### src/rtl/brick_game_state_pkg.sv
// Shared types, playfield geometry and brick placement helpers for the brick game engine.
package brick_game_state_pkg;

  localparam int COORD_W       = 10;
  localparam int NUM_BRICKS    = 9;
  localparam int BRICK_COLS    = 3;
  localparam int BRICK_X0      = 100;
  localparam int BRICK_PITCH_X = 160;
  localparam int BRICK_Y0      = 40;
  localparam int BRICK_PITCH_Y = 40;
  localparam int BRICK_W       = 60;
  localparam int BRICK_H       = 20;
  localparam int PADDLE_Y      = 440;
  localparam int PADDLE_H      = 8;
  localparam int LOSE_Y        = 470;

  typedef logic [COORD_W-1:0] coord_t;

  typedef enum logic [2:0] {
    PLAY,
    SCAN,
    REPORT,
    WON,
    LOST
  } state_t;

  function automatic coord_t brick_x(input int i);
    return coord_t'(BRICK_X0 + (i % BRICK_COLS) * BRICK_PITCH_X);
  endfunction

  function automatic coord_t brick_y(input int i);
    return coord_t'(BRICK_Y0 + (i / BRICK_COLS) * BRICK_PITCH_Y);
  endfunction

endpackage

### src/rtl/brick_game_state_if.sv
// Ball/paddle inputs and brick geometry, bounce and win/lose outputs of the game-state engine.
interface brick_game_state_if;
  import brick_game_state_pkg::*;

  logic                          frame_clk;
  logic                          restart;
  coord_t                        BallX;
  coord_t                        BallY;
  coord_t                        Ball_size;
  coord_t                        PaddleX;
  logic [NUM_BRICKS-1:0]         brick_exists;
  logic [(NUM_BRICKS+1)*COORD_W-1:0] brick_x_vals;
  logic [(NUM_BRICKS+1)*COORD_W-1:0] brick_y_vals;
  coord_t                        brick_width;
  coord_t                        brick_height;
  coord_t                        paddle_height;
  logic                          bounce_x;
  logic                          bounce_y;
  logic [3:0]                    bricks_left;
  logic                          did_win_game;
  logic                          did_lose_game;

  modport master (
    output frame_clk, restart, BallX, BallY, Ball_size, PaddleX,
    input  brick_exists, brick_x_vals, brick_y_vals, brick_width, brick_height,
           paddle_height, bounce_x, bounce_y, bricks_left, did_win_game, did_lose_game
  );

  modport slave (
    input  frame_clk, restart, BallX, BallY, Ball_size, PaddleX,
    output brick_exists, brick_x_vals, brick_y_vals, brick_width, brick_height,
           paddle_height, bounce_x, bounce_y, bricks_left, did_win_game, did_lose_game
  );

endinterface

### src/rtl/brick_game_state_hit_test.sv
// Ball-versus-rectangle overlap test, ball treated as a square of half-width ball_size.
// Latency: combinational.
// Backpressure: none.
module brick_game_state_hit_test
  import brick_game_state_pkg::*;
(
  input  coord_t ball_x,
  input  coord_t ball_y,
  input  coord_t ball_size,
  input  coord_t brick_x,
  input  coord_t brick_y,
  input  coord_t width,
  input  coord_t height,
  output logic   hit,
  output logic   hit_is_vertical
);

  typedef logic [COORD_W:0] wide_t;

  wide_t x_w, y_w, r_w, bx_w, by_w, x_right, y_bottom;

  // One extra bit keeps every sum from wrapping at the screen edge.
  always_comb begin
    x_w      = {1'b0, ball_x};
    y_w      = {1'b0, ball_y};
    r_w      = {1'b0, ball_size};
    bx_w     = {1'b0, brick_x};
    by_w     = {1'b0, brick_y};
    x_right  = bx_w + {1'b0, width} - wide_t'(1);
    y_bottom = by_w + {1'b0, height} - wide_t'(1);

    hit = (x_w + r_w >= bx_w) && (x_w <= x_right + r_w) &&
          (y_w + r_w >= by_w) && (y_w <= y_bottom + r_w);
    hit_is_vertical = (x_w >= bx_w) && (x_w <= x_right);
  end

endmodule

### src/rtl/brick_game_state.sv
// Per-frame brick collision scan, brick removal, bounce requests and win/lose tracking.
// Latency: frame_clk rise to bounce pulse is 14 Clk (3 sync/edge + 1 latch + 9 scan + 1 report).
// Backpressure: none; frame edges arriving outside PLAY are dropped.
module brick_game_state
  import brick_game_state_pkg::*;
(
  input  logic Clk,
  input  logic Reset,
  brick_game_state_if.slave bus
);

  localparam logic [3:0] LAST_IDX = 4'(NUM_BRICKS - 1);
  localparam logic [3:0] ALL_LEFT = 4'(NUM_BRICKS);
  localparam coord_t     LOSE_LINE = coord_t'(LOSE_Y);

  state_t                state, state_nxt;
  logic [2:0]            frame_sync;
  logic                  frame_edge;
  coord_t                ball_x_q, ball_y_q, ball_size_q;
  logic [3:0]            idx;
  logic [NUM_BRICKS-1:0] exists;
  logic [3:0]            left;
  logic                  hit_done, rec_x, rec_y;
  logic                  bounce_x_q, bounce_y_q, won_q, lost_q;
  logic                  enter_won, enter_lost, restore;
  coord_t                cur_bx, cur_by;
  logic                  raw_hit, hit_vert, hit_now;
  logic [(NUM_BRICKS+1)*COORD_W-1:0] x_vals, y_vals;

  always_ff @(posedge Clk) begin
    if (Reset) begin
      frame_sync <= '0;
      frame_edge <= 1'b0;
    end else begin
      frame_sync <= {frame_sync[1:0], bus.frame_clk};
      frame_edge <= frame_sync[1] & ~frame_sync[2];
    end
  end

  always_comb begin
    cur_bx = '0;
    cur_by = '0;
    for (int i = 0; i < NUM_BRICKS; i++) begin
      if (idx == 4'(i)) begin
        cur_bx = brick_x(i);
        cur_by = brick_y(i);
      end
    end
  end

  brick_game_state_hit_test u_hit (
    .ball_x          (ball_x_q),
    .ball_y          (ball_y_q),
    .ball_size       (ball_size_q),
    .brick_x         (cur_bx),
    .brick_y         (cur_by),
    .width           (coord_t'(BRICK_W)),
    .height          (coord_t'(BRICK_H)),
    .hit             (raw_hit),
    .hit_is_vertical (hit_vert)
  );

  assign hit_now = raw_hit && exists[idx] && !hit_done;

  always_ff @(posedge Clk) begin
    if (Reset) state <= PLAY;
    else       state <= state_nxt;
  end

  always_comb begin
    state_nxt  = state;
    enter_won  = 1'b0;
    enter_lost = 1'b0;
    restore    = 1'b0;
    case (state)
      PLAY:   if (frame_edge) state_nxt = SCAN;
      SCAN:   if (idx == LAST_IDX) state_nxt = REPORT;
      REPORT: begin
        // Clearing the last brick wins even if the ball also crossed the loss line.
        if (exists == '0) begin
          enter_won = 1'b1;
          state_nxt = WON;
        end else if (ball_y_q >= LOSE_LINE) begin
          enter_lost = 1'b1;
          state_nxt  = LOST;
        end else begin
          state_nxt = PLAY;
        end
      end
      WON, LOST: begin
        if (bus.restart) begin
          restore   = 1'b1;
          state_nxt = PLAY;
        end
      end
      default: state_nxt = PLAY;
    endcase
  end

  always_ff @(posedge Clk) begin
    if (Reset) begin
      ball_x_q    <= '0;
      ball_y_q    <= '0;
      ball_size_q <= '0;
      idx         <= '0;
      exists      <= '1;
      left        <= ALL_LEFT;
      hit_done    <= 1'b0;
      rec_x       <= 1'b0;
      rec_y       <= 1'b0;
      bounce_x_q  <= 1'b0;
      bounce_y_q  <= 1'b0;
      won_q       <= 1'b0;
      lost_q      <= 1'b0;
    end else begin
      bounce_x_q <= 1'b0;
      bounce_y_q <= 1'b0;
      if (state == PLAY && frame_edge) begin
        ball_x_q    <= bus.BallX;
        ball_y_q    <= bus.BallY;
        ball_size_q <= bus.Ball_size;
        idx         <= '0;
        hit_done    <= 1'b0;
        rec_x       <= 1'b0;
        rec_y       <= 1'b0;
      end
      if (state == SCAN) begin
        if (hit_now) begin
          exists[idx] <= 1'b0;
          left        <= left - 4'd1;
          hit_done    <= 1'b1;
          rec_y       <= hit_vert;
          rec_x       <= ~hit_vert;
        end
        if (idx != LAST_IDX) idx <= idx + 4'd1;
      end
      if (state == REPORT) begin
        bounce_x_q <= rec_x;
        bounce_y_q <= rec_y;
      end
      if (enter_won)  won_q  <= 1'b1;
      if (enter_lost) lost_q <= 1'b1;
      if (restore) begin
        exists <= '1;
        left   <= ALL_LEFT;
        won_q  <= 1'b0;
        lost_q <= 1'b0;
      end
    end
  end

  // Slot NUM_BRICKS carries the paddle so the colour mapper sees one uniform table.
  always_comb begin
    x_vals = '0;
    y_vals = '0;
    for (int i = 0; i < NUM_BRICKS; i++) begin
      x_vals[i*COORD_W +: COORD_W] = brick_x(i);
      y_vals[i*COORD_W +: COORD_W] = brick_y(i);
    end
    x_vals[NUM_BRICKS*COORD_W +: COORD_W] = bus.PaddleX;
    y_vals[NUM_BRICKS*COORD_W +: COORD_W] = coord_t'(PADDLE_Y);
  end

  assign bus.brick_x_vals  = x_vals;
  assign bus.brick_y_vals  = y_vals;
  assign bus.brick_width   = coord_t'(BRICK_W);
  assign bus.brick_height  = coord_t'(BRICK_H);
  assign bus.paddle_height = coord_t'(PADDLE_H);
  assign bus.brick_exists  = exists;
  assign bus.bricks_left   = left;
  assign bus.bounce_x      = bounce_x_q;
  assign bus.bounce_y      = bounce_y_q;
  assign bus.did_win_game  = won_q;
  assign bus.did_lose_game = lost_q;

endmodule

### src/flat_wrapper.sv
// flat-port wrapper written by rule: the top's interface ports become plain ports
module brick_game_state_flat import brick_game_state_pkg::*;
  (Clk, Reset, bus_frame_clk, bus_restart, bus_BallX, bus_BallY, bus_Ball_size, bus_PaddleX, bus_brick_exists, bus_brick_x_vals, bus_brick_y_vals, bus_brick_width, bus_brick_height, bus_paddle_height, bus_bounce_x, bus_bounce_y, bus_bricks_left, bus_did_win_game, bus_did_lose_game);
  brick_game_state_if bus_i ();
  input  logic Clk;
  input  logic Reset;
  input wire logic [$bits(bus_i.frame_clk)-1:0] bus_frame_clk;
  input wire logic [$bits(bus_i.restart)-1:0] bus_restart;
  input wire logic [$bits(bus_i.BallX)-1:0] bus_BallX;
  input wire logic [$bits(bus_i.BallY)-1:0] bus_BallY;
  input wire logic [$bits(bus_i.Ball_size)-1:0] bus_Ball_size;
  input wire logic [$bits(bus_i.PaddleX)-1:0] bus_PaddleX;
  output wire logic [$bits(bus_i.brick_exists)-1:0] bus_brick_exists;
  output wire logic [$bits(bus_i.brick_x_vals)-1:0] bus_brick_x_vals;
  output wire logic [$bits(bus_i.brick_y_vals)-1:0] bus_brick_y_vals;
  output wire logic [$bits(bus_i.brick_width)-1:0] bus_brick_width;
  output wire logic [$bits(bus_i.brick_height)-1:0] bus_brick_height;
  output wire logic [$bits(bus_i.paddle_height)-1:0] bus_paddle_height;
  output wire logic [$bits(bus_i.bounce_x)-1:0] bus_bounce_x;
  output wire logic [$bits(bus_i.bounce_y)-1:0] bus_bounce_y;
  output wire logic [$bits(bus_i.bricks_left)-1:0] bus_bricks_left;
  output wire logic [$bits(bus_i.did_win_game)-1:0] bus_did_win_game;
  output wire logic [$bits(bus_i.did_lose_game)-1:0] bus_did_lose_game;
  assign bus_i.frame_clk = bus_frame_clk;
  assign bus_i.restart = bus_restart;
  assign bus_i.BallX = bus_BallX;
  assign bus_i.BallY = bus_BallY;
  assign bus_i.Ball_size = bus_Ball_size;
  assign bus_i.PaddleX = bus_PaddleX;
  assign bus_brick_exists = bus_i.brick_exists;
  assign bus_brick_x_vals = bus_i.brick_x_vals;
  assign bus_brick_y_vals = bus_i.brick_y_vals;
  assign bus_brick_width = bus_i.brick_width;
  assign bus_brick_height = bus_i.brick_height;
  assign bus_paddle_height = bus_i.paddle_height;
  assign bus_bounce_x = bus_i.bounce_x;
  assign bus_bounce_y = bus_i.bounce_y;
  assign bus_bricks_left = bus_i.bricks_left;
  assign bus_did_win_game = bus_i.did_win_game;
  assign bus_did_lose_game = bus_i.did_lose_game;
  brick_game_state u_core (.Clk(Clk), .Reset(Reset), .bus(bus_i));
endmodule
### config.mk
export PLATFORM = sky130hd
export DESIGN_NAME = brick_game_state_flat
export DESIGN_NICKNAME = d
export VERILOG_FILES = /design/src/rtl/brick_game_state_pkg.sv /design/src/rtl/brick_game_state_if.sv /design/src/rtl/brick_game_state_hit_test.sv /design/src/rtl/brick_game_state.sv /design/src/flat_wrapper.sv
export SDC_FILE = /design/constraint.sdc
export NUM_CORES = 1
export LEC_CHECK = 0
export ABC_AREA = 1
export BUFFER_PORTS_ARGS = -buffer_cell sky130_fd_sc_hd__clkbuf_2
export CORE_MARGIN = 4
export CORE_UTILIZATION = 40
export DETAILED_ROUTE_END_ITERATION = 6
export PLACE_DENSITY_LB_ADDON = 0.1
export RECOVER_POWER = 25
export SLEW_MARGIN = 20
export SYNTH_ARGS = -nofsm -noshare
export SYNTH_HDL_FRONTEND = slang
export SYNTH_SLANG_ARGS = --single-unit
### constraint.sdc
create_clock -name Clk -period 4.53 [get_ports Clk]
set_clock_uncertainty 0.05 [all_clocks]
set_input_delay 0.6795 -clock Clk [delete_from_list [all_inputs] [get_ports Clk]]
set_output_delay 0.6795 -clock Clk [all_outputs]
set_load 0.005 [all_outputs]
======== After elaboration in Yosys (flattened, before gate mapping) ========
Index checks and enable logic that the tools add are counted.
storage, ports and cells
  register bits after elaboration ......... 61
  bits of input ports ..................... 44
  logic and storage cells ................. 121
  output and inout port bits .............. 247
cells by class
  eq/ne operators ......................... 16
  bitwise gates (word level) .............. 6
  reductions and logical operators ........ 17
  $lt $le $gt $ge ......................... 9
  add/sub/neg operators ................... 10
  mux-type cells .......................... 47
operator list
  cell                   number
  $mux 9                 8
  $mux 7                 7
  $le 10x11->1           3
  $add 10x10->11         2
  $add 11x10->11         2
  $ge 11x10->1           2
  $sub 11x1->11 const B  2
  $mux 1                 18
  $mux 6                 3
  $eq 4x3->1 const B     4
  $mux 3                 5
  $mux 4                 3
  $pmux 3 s4             1
  $add 10x5->11 const B  1
  $add 9x6->10 const B   1
  $ge 10x10->1           1
  $ge 10x9->1 const B    1
  $and 9x9->9            1
  $logic_not 9->1        1
  $not 9->9              1
  $eq 4x2->1 const B     2
  $logic_and 1x1->1      8
  $eq 3x2->1 const B     2
  $reduce_or 2->1        3
  20 further kinds       23

======== Longest topological paths before layout ========
  depth after elaboration ................. 21
  mapped depth ............................ 32
  mapped depth without buffers ............ 32

======== Cells and area by module ========
A second synthesis with hierarchy kept.
second synthesis, totals
  cells, all modules ...................... 1,226
  area total of the unflattened synthesis .. 8,680.8 um2
modules (own cells, without submodules)
  module                     area each (um2)  times used  cells each  seq. area each (um2)
  brick_game_state           4,453.0          1           602         1,221.2
  brick_game_state_hit_test  4,227.8          1           624         0.0

======== Least setup slack after synthesis ========
Ideal clock, no wire load.
  kind .................................... register to register
  start point ............................. register u_core.idx[0]
  end point ............................... register u_core.exists[7], in the netlist u_core.bus.brick_exists[7]
  setup slack ............................. -0.095 ns
  data required time ...................... 4.354 ns
  clock period less this slack ............ 4.625 ns
  arrival time ............................ 4.449 ns
  library setup time ...................... 0.126 ns
  cell stages (with the launch flop) ...... 29
  buffers on the path ..................... 1
  path through ............................ dfxtp_1 > clkinv_1 > ha_1 > inv_1 > nor2_1 > inv_1 > o21ai_0 > a31oi_1 > and2_1 > ha_1 > xor2_1 > inv_1 > ha_1 > a21oi_1 > o21ai_0 > o21bai_1 > a21oi_1 > nor2_1 > nor2_1 > xor2_1 > ha_1 > nand2_1 > nor4_1 > a21oi_1 > nand3_2 > nand3_4 > buf_12 > o21ai_2 > nand2_1
between the ends
  word-level cells in the longest chain between the ends .. 20
  elaborated cells between the ends (all ways) .. 52
  those cells by class .................... add/sub: 6; order compare: 6; eq/ne: 8; mux: 22; bitwise: 2; reduce/logical: 8
RTL lines
  what                             RTL line                         source
  from (decl)                      brick_game_state.sv:20           logic [3:0] idx;
  from (signal assigned)           brick_game_state.sv:135          if (idx != LAST_IDX) idx <= idx + 4'd1;
  $logic_not 4->1                  brick_game_state.sv:44           if (idx == 4'(i)) begin
  $mux 7                           brick_game_state.sv:44
  $mux 9 (8 in a row)              brick_game_state.sv:44
  $add 9x6->10                     brick_game_state_hit_test.sv:29  x_right = bx_w + {1'b0, width} - wide_t'(1);
  $sub 11x1->11                    brick_game_state_hit_test.sv:29
  $add 11x10->11                   brick_game_state_hit_test.sv:32  hit = (x_w + r_w >= bx_w) && (x_w <= x_right + r_w) &&
  $le 10x11->1                     brick_game_state_hit_test.sv:32
  $logic_and 1x1->1 (2 in a row)   brick_game_state_hit_test.sv:32
  $logic_and 1x1->1                brick_game_state_hit_test.sv:33  (y_w + r_w >= by_w) && (y_w <= y_bottom + r_w);
  $logic_and 1x1->1 (2 in a row)   brick_game_state.sv:63           assign hit_now = raw_hit && exists[idx] && !hit_done;
  $reduce_and 2->1 (no line)       -
  to (signal assigned)             brick_game_state.sv:106          exists <= '1;
  to (signal, indexed assignment)  brick_game_state.sv:129          exists[idx] <= 1'b0;
  to (signal assigned)             brick_game_state.sv:144          exists <= '1;
  to (decl)                        brick_game_state.sv:21           logic [NUM_BRICKS-1:0] exists;
Parallel ways exist; a longest one is shown, timed or not. The select of a mux whose other input is x is not followed.
A chain may end at the register's enable or synchronous reset.

======== Final worst setup path ========
  start point ............................. register u_core.idx[1]
  end point ............................... register u_core.exists[7], in the netlist u_core.bus.brick_exists[7]
The elaborated chain is that of the path after synthesis.

==> reports/metrics.csv <==
metric,value,unit
p_leak,4.094,nW
required,4690,ps
clock_latency,340,ps
synth_area_leaders,"buf_4 25%, dfxtp_1 18%, ha_1 15%",
critPathCaptureType,register,
drt_iter0_markers,151,
dieArea,19490,sq um
synth-edff-count,0,
clkSlewWorstSetupHoldPaths,60,ps
setup_slack,98.36,ps
grt_first_pass_wirelength,25.69,mm
syn_avg_cell_area,7.203,sq um
fin_crit,4432,ps
fillCellCount,1754,
hold_class,register to register,
final_area,7740,sq um
fin_util,46.18,%
io_pins,291,
path_class,register to register,
fp.dieH,139.6,um
cts_sinks,61,
area_growth_syn_to_layout,11.70,%
antenna_found_initial,0,
final_hold_viol_count,0,
grt_pass1_vias,5110,
viasPerCell,4.276,
synth_largest_area_cell,buf_4,
wirelength,16.65,mm
fmax,0.2257,GHz
whs,338.4,ps
async_flop_share,0,%
critPathSlowestCell,dfxtp_4,
place_inst,1274,
tritoncts,yes,
nets,1209,
finalNonFillerCells,1302,
cpPeakStageDelay,360,ps
grt_overflow_total,0,
finalMaxSlewViolations,0,
row_count,47,
status,"complete, no violations",
ir_drop,0.2581,mV
via_count,5567,
worst_pin_slew,925.5,ps
drc,0,
cts-root-buf,clkbuf_16,
max-slew-margin-rel,38.30,%
rsz0062_at_grt,yes,
power.density,563.7,nW/um^2
yosysSeqAreaShare,17.62,%
place_ws,-122.2,ps
gp_congestion,0.8615,
syn_area,6929,sq um
synth-main-ff-cell,dfxtp_1,
cts_hold_buf,0,
ys_ff_latch,61,
placed_area,6997,sq um
first_pass_iters,5,
cts_max_path_buffers,2,
synth_top_area_share,24.92,%
grt_usage,16.22,%
yosysWarnings,0,
cts.htree.levels,3,
cp.arrival,4590,ps
critPathLaunchType,register,
cts_buffers,9,
max_cap_violations,0,
antenna_left,0,
core,16760,sq um
n_antenna_cell,0,
synth_cell_types,49,
period_share,97.83,%
die_w,139.6,um
post_drt_wl_per_cell,12.79,um
synthCells,962,
setup_viol,0,
grt_start_max_net_pins,54,
layout-drive-gt1-share,20.89,%
critPathMaxFanout,6,
initial_core_util,41.34,%
dp_hpwl,13.59,mm
port_buffers,50,
==> flip-flops by register name (all words and copies together) (netlist names) <==
signal                    cells
u_core.ball_size_q           10
u_core.ball_x_q              10
u_core.ball_y_q              10
u_core.bus.brick_exists       9
u_core.bus.bricks_left        4
u_core.idx                    4
u_core.frame_sync             3
u_core.state                  3
u_core.bus.bounce_x           1
u_core.bus.bounce_y           1
u_core.bus.did_lose_game      1
u_core.bus.did_win_game       1
u_core.frame_edge             1
u_core.hit_done               1
u_core.rec_x                  1
u_core.rec_y                  1
==> what timing repair did <==
item                                   CTS  global route
cloned                                   0             1
setup endpoints to repair               15            16
setup buffers                            0            11
endpoints found under the hold margin    0             0
pin swaps                                5            32
resized for setup                       10            65
==> cells by family (layout without fill, tap and decap cells) <==
family	count (synthesis)	in the layout	share of synthesized area [%]
buf+inv	360	260	32.20
flops	61	61	17.62
simple gates	262	262	17.26
fa+ha+maj	88	88	16.22
xor+xnor	27	27	3.413
other cells	2	222	0.1084
compound gates	162	162	13.18
==> critical path, delay by kind of cell (launching register included) <==
kind,cells,cell delay (ps)
adder cells (fa/ha/maj),4,930
buffers and inverters,7,720
flip-flops,1,360
AO/OA/AOI/OAI,5,470
AND/OR/NAND/NOR,11,1470
XOR/XNOR,2,320
==> metal layers <==
metal / track usage [%] / up-vias / wire length, um
met1: 21.73 / 2478 / 7716
met5: 0 / - / 0
met4: 4.691 / 0 / 178
met3: 3.122 / 13 / 1063
li1: - / 2899 / -
met2: 26.64 / 177 / 7692
==> path summary, 6_finish.rpt <==
check                  startpoint                          to  slack (ps)  depth (start not counted)
max                 u_core.idx[1]  u_core.bus.brick_exists[7]         100                         29
min          u_core.frame_sync[2]           u_core.frame_edge         340                          1
min reg2reg  u_core.frame_sync[2]           u_core.frame_edge         340                          1
max reg2reg         u_core.idx[1]  u_core.bus.brick_exists[7]         100                         29
==> synth_stat cells, drive strengths merged (2+ instances only) <==
cell and count:
xnor2 9, nand3b 4, nor3b 2, dfxtp 61, ha 85, a21oi 78
a211oi 2, nand2 143, fa 3, xor2 18, a31oi 5, inv 116
o21bai 6, conb 2, o21a 4, o21ai 57, nor3 9, clkbuf 11
nor2 52, nand4 14, a21o 3, nand3 29, nor4 5, buf 232
==> area by class of cell <==
class	count	area (sq um)	share of cell area (%)
Tap cell	220	275.3	3.556
Clock buffer	11	242.7	3.136
Inverter	117	440.4	5.690
Sequential cell	61	1229	15.87
Timing Repair Buffer	127	885.9	11.45
Clock inverter	5	83.83	1.083
Multi-Input combinational cell	761	4583	59.21
==> where the power goes <==
group | internal, mW | switching [mW]
combinational | 1.46 | 1.53
sequential | 0.573 | 0.0452
clock | 0.497 | 0.262
==> through the flow <==
stage	power [mW]	TNS [ps]
2_1_floorplan	2.220	0
4_1_cts	3.882	0
6_report	4.363	0
3_5_place_dp	2.989	-788.0
3_3_place_gp	3.010	-862.4
5_1_grt	4.787	-2764
==> placed cells by master (no fill, tap or decap), types with 3 or more instances in the layout <==
cell | synthesis | routed
a21o_1 | 3 | 3
a21oi_1 | 76 | 69
a21oi_2 | 2 | 9
a31oi_1 | 5 | 4
buf_4 | 230 | 67
buf_6 | 0 | 8
clkbuf_1 | 11 | 3
clkbuf_16 | 0 | 10
clkbuf_2 | 0 | 48
conb_1 | 2 | 222
dfxtp_1 | 61 | 57
dfxtp_2 | 0 | 3
fa_1 | 3 | 3
ha_1 | 85 | 74
ha_4 | 0 | 9
inv_1 | 112 | 105
inv_2 | 4 | 11
nand2_1 | 135 | 130
nand2_2 | 6 | 10
nand2_4 | 2 | 3
nand3_1 | 26 | 24
nand3_2 | 2 | 4
nand3b_1 | 4 | 4
nand4_1 | 14 | 14
nor2_1 | 45 | 41
nor2_2 | 5 | 5
nor2_4 | 2 | 6
nor3_1 | 8 | 8
nor4_1 | 5 | 4
o21a_1 | 4 | 4
o21ai_0 | 48 | 42
o21ai_1 | 1 | 4
o21ai_2 | 8 | 11
o21bai_1 | 6 | 5
xnor2_1 | 9 | 8
xor2_1 | 18 | 16
(Power assumes the default switching activity.)
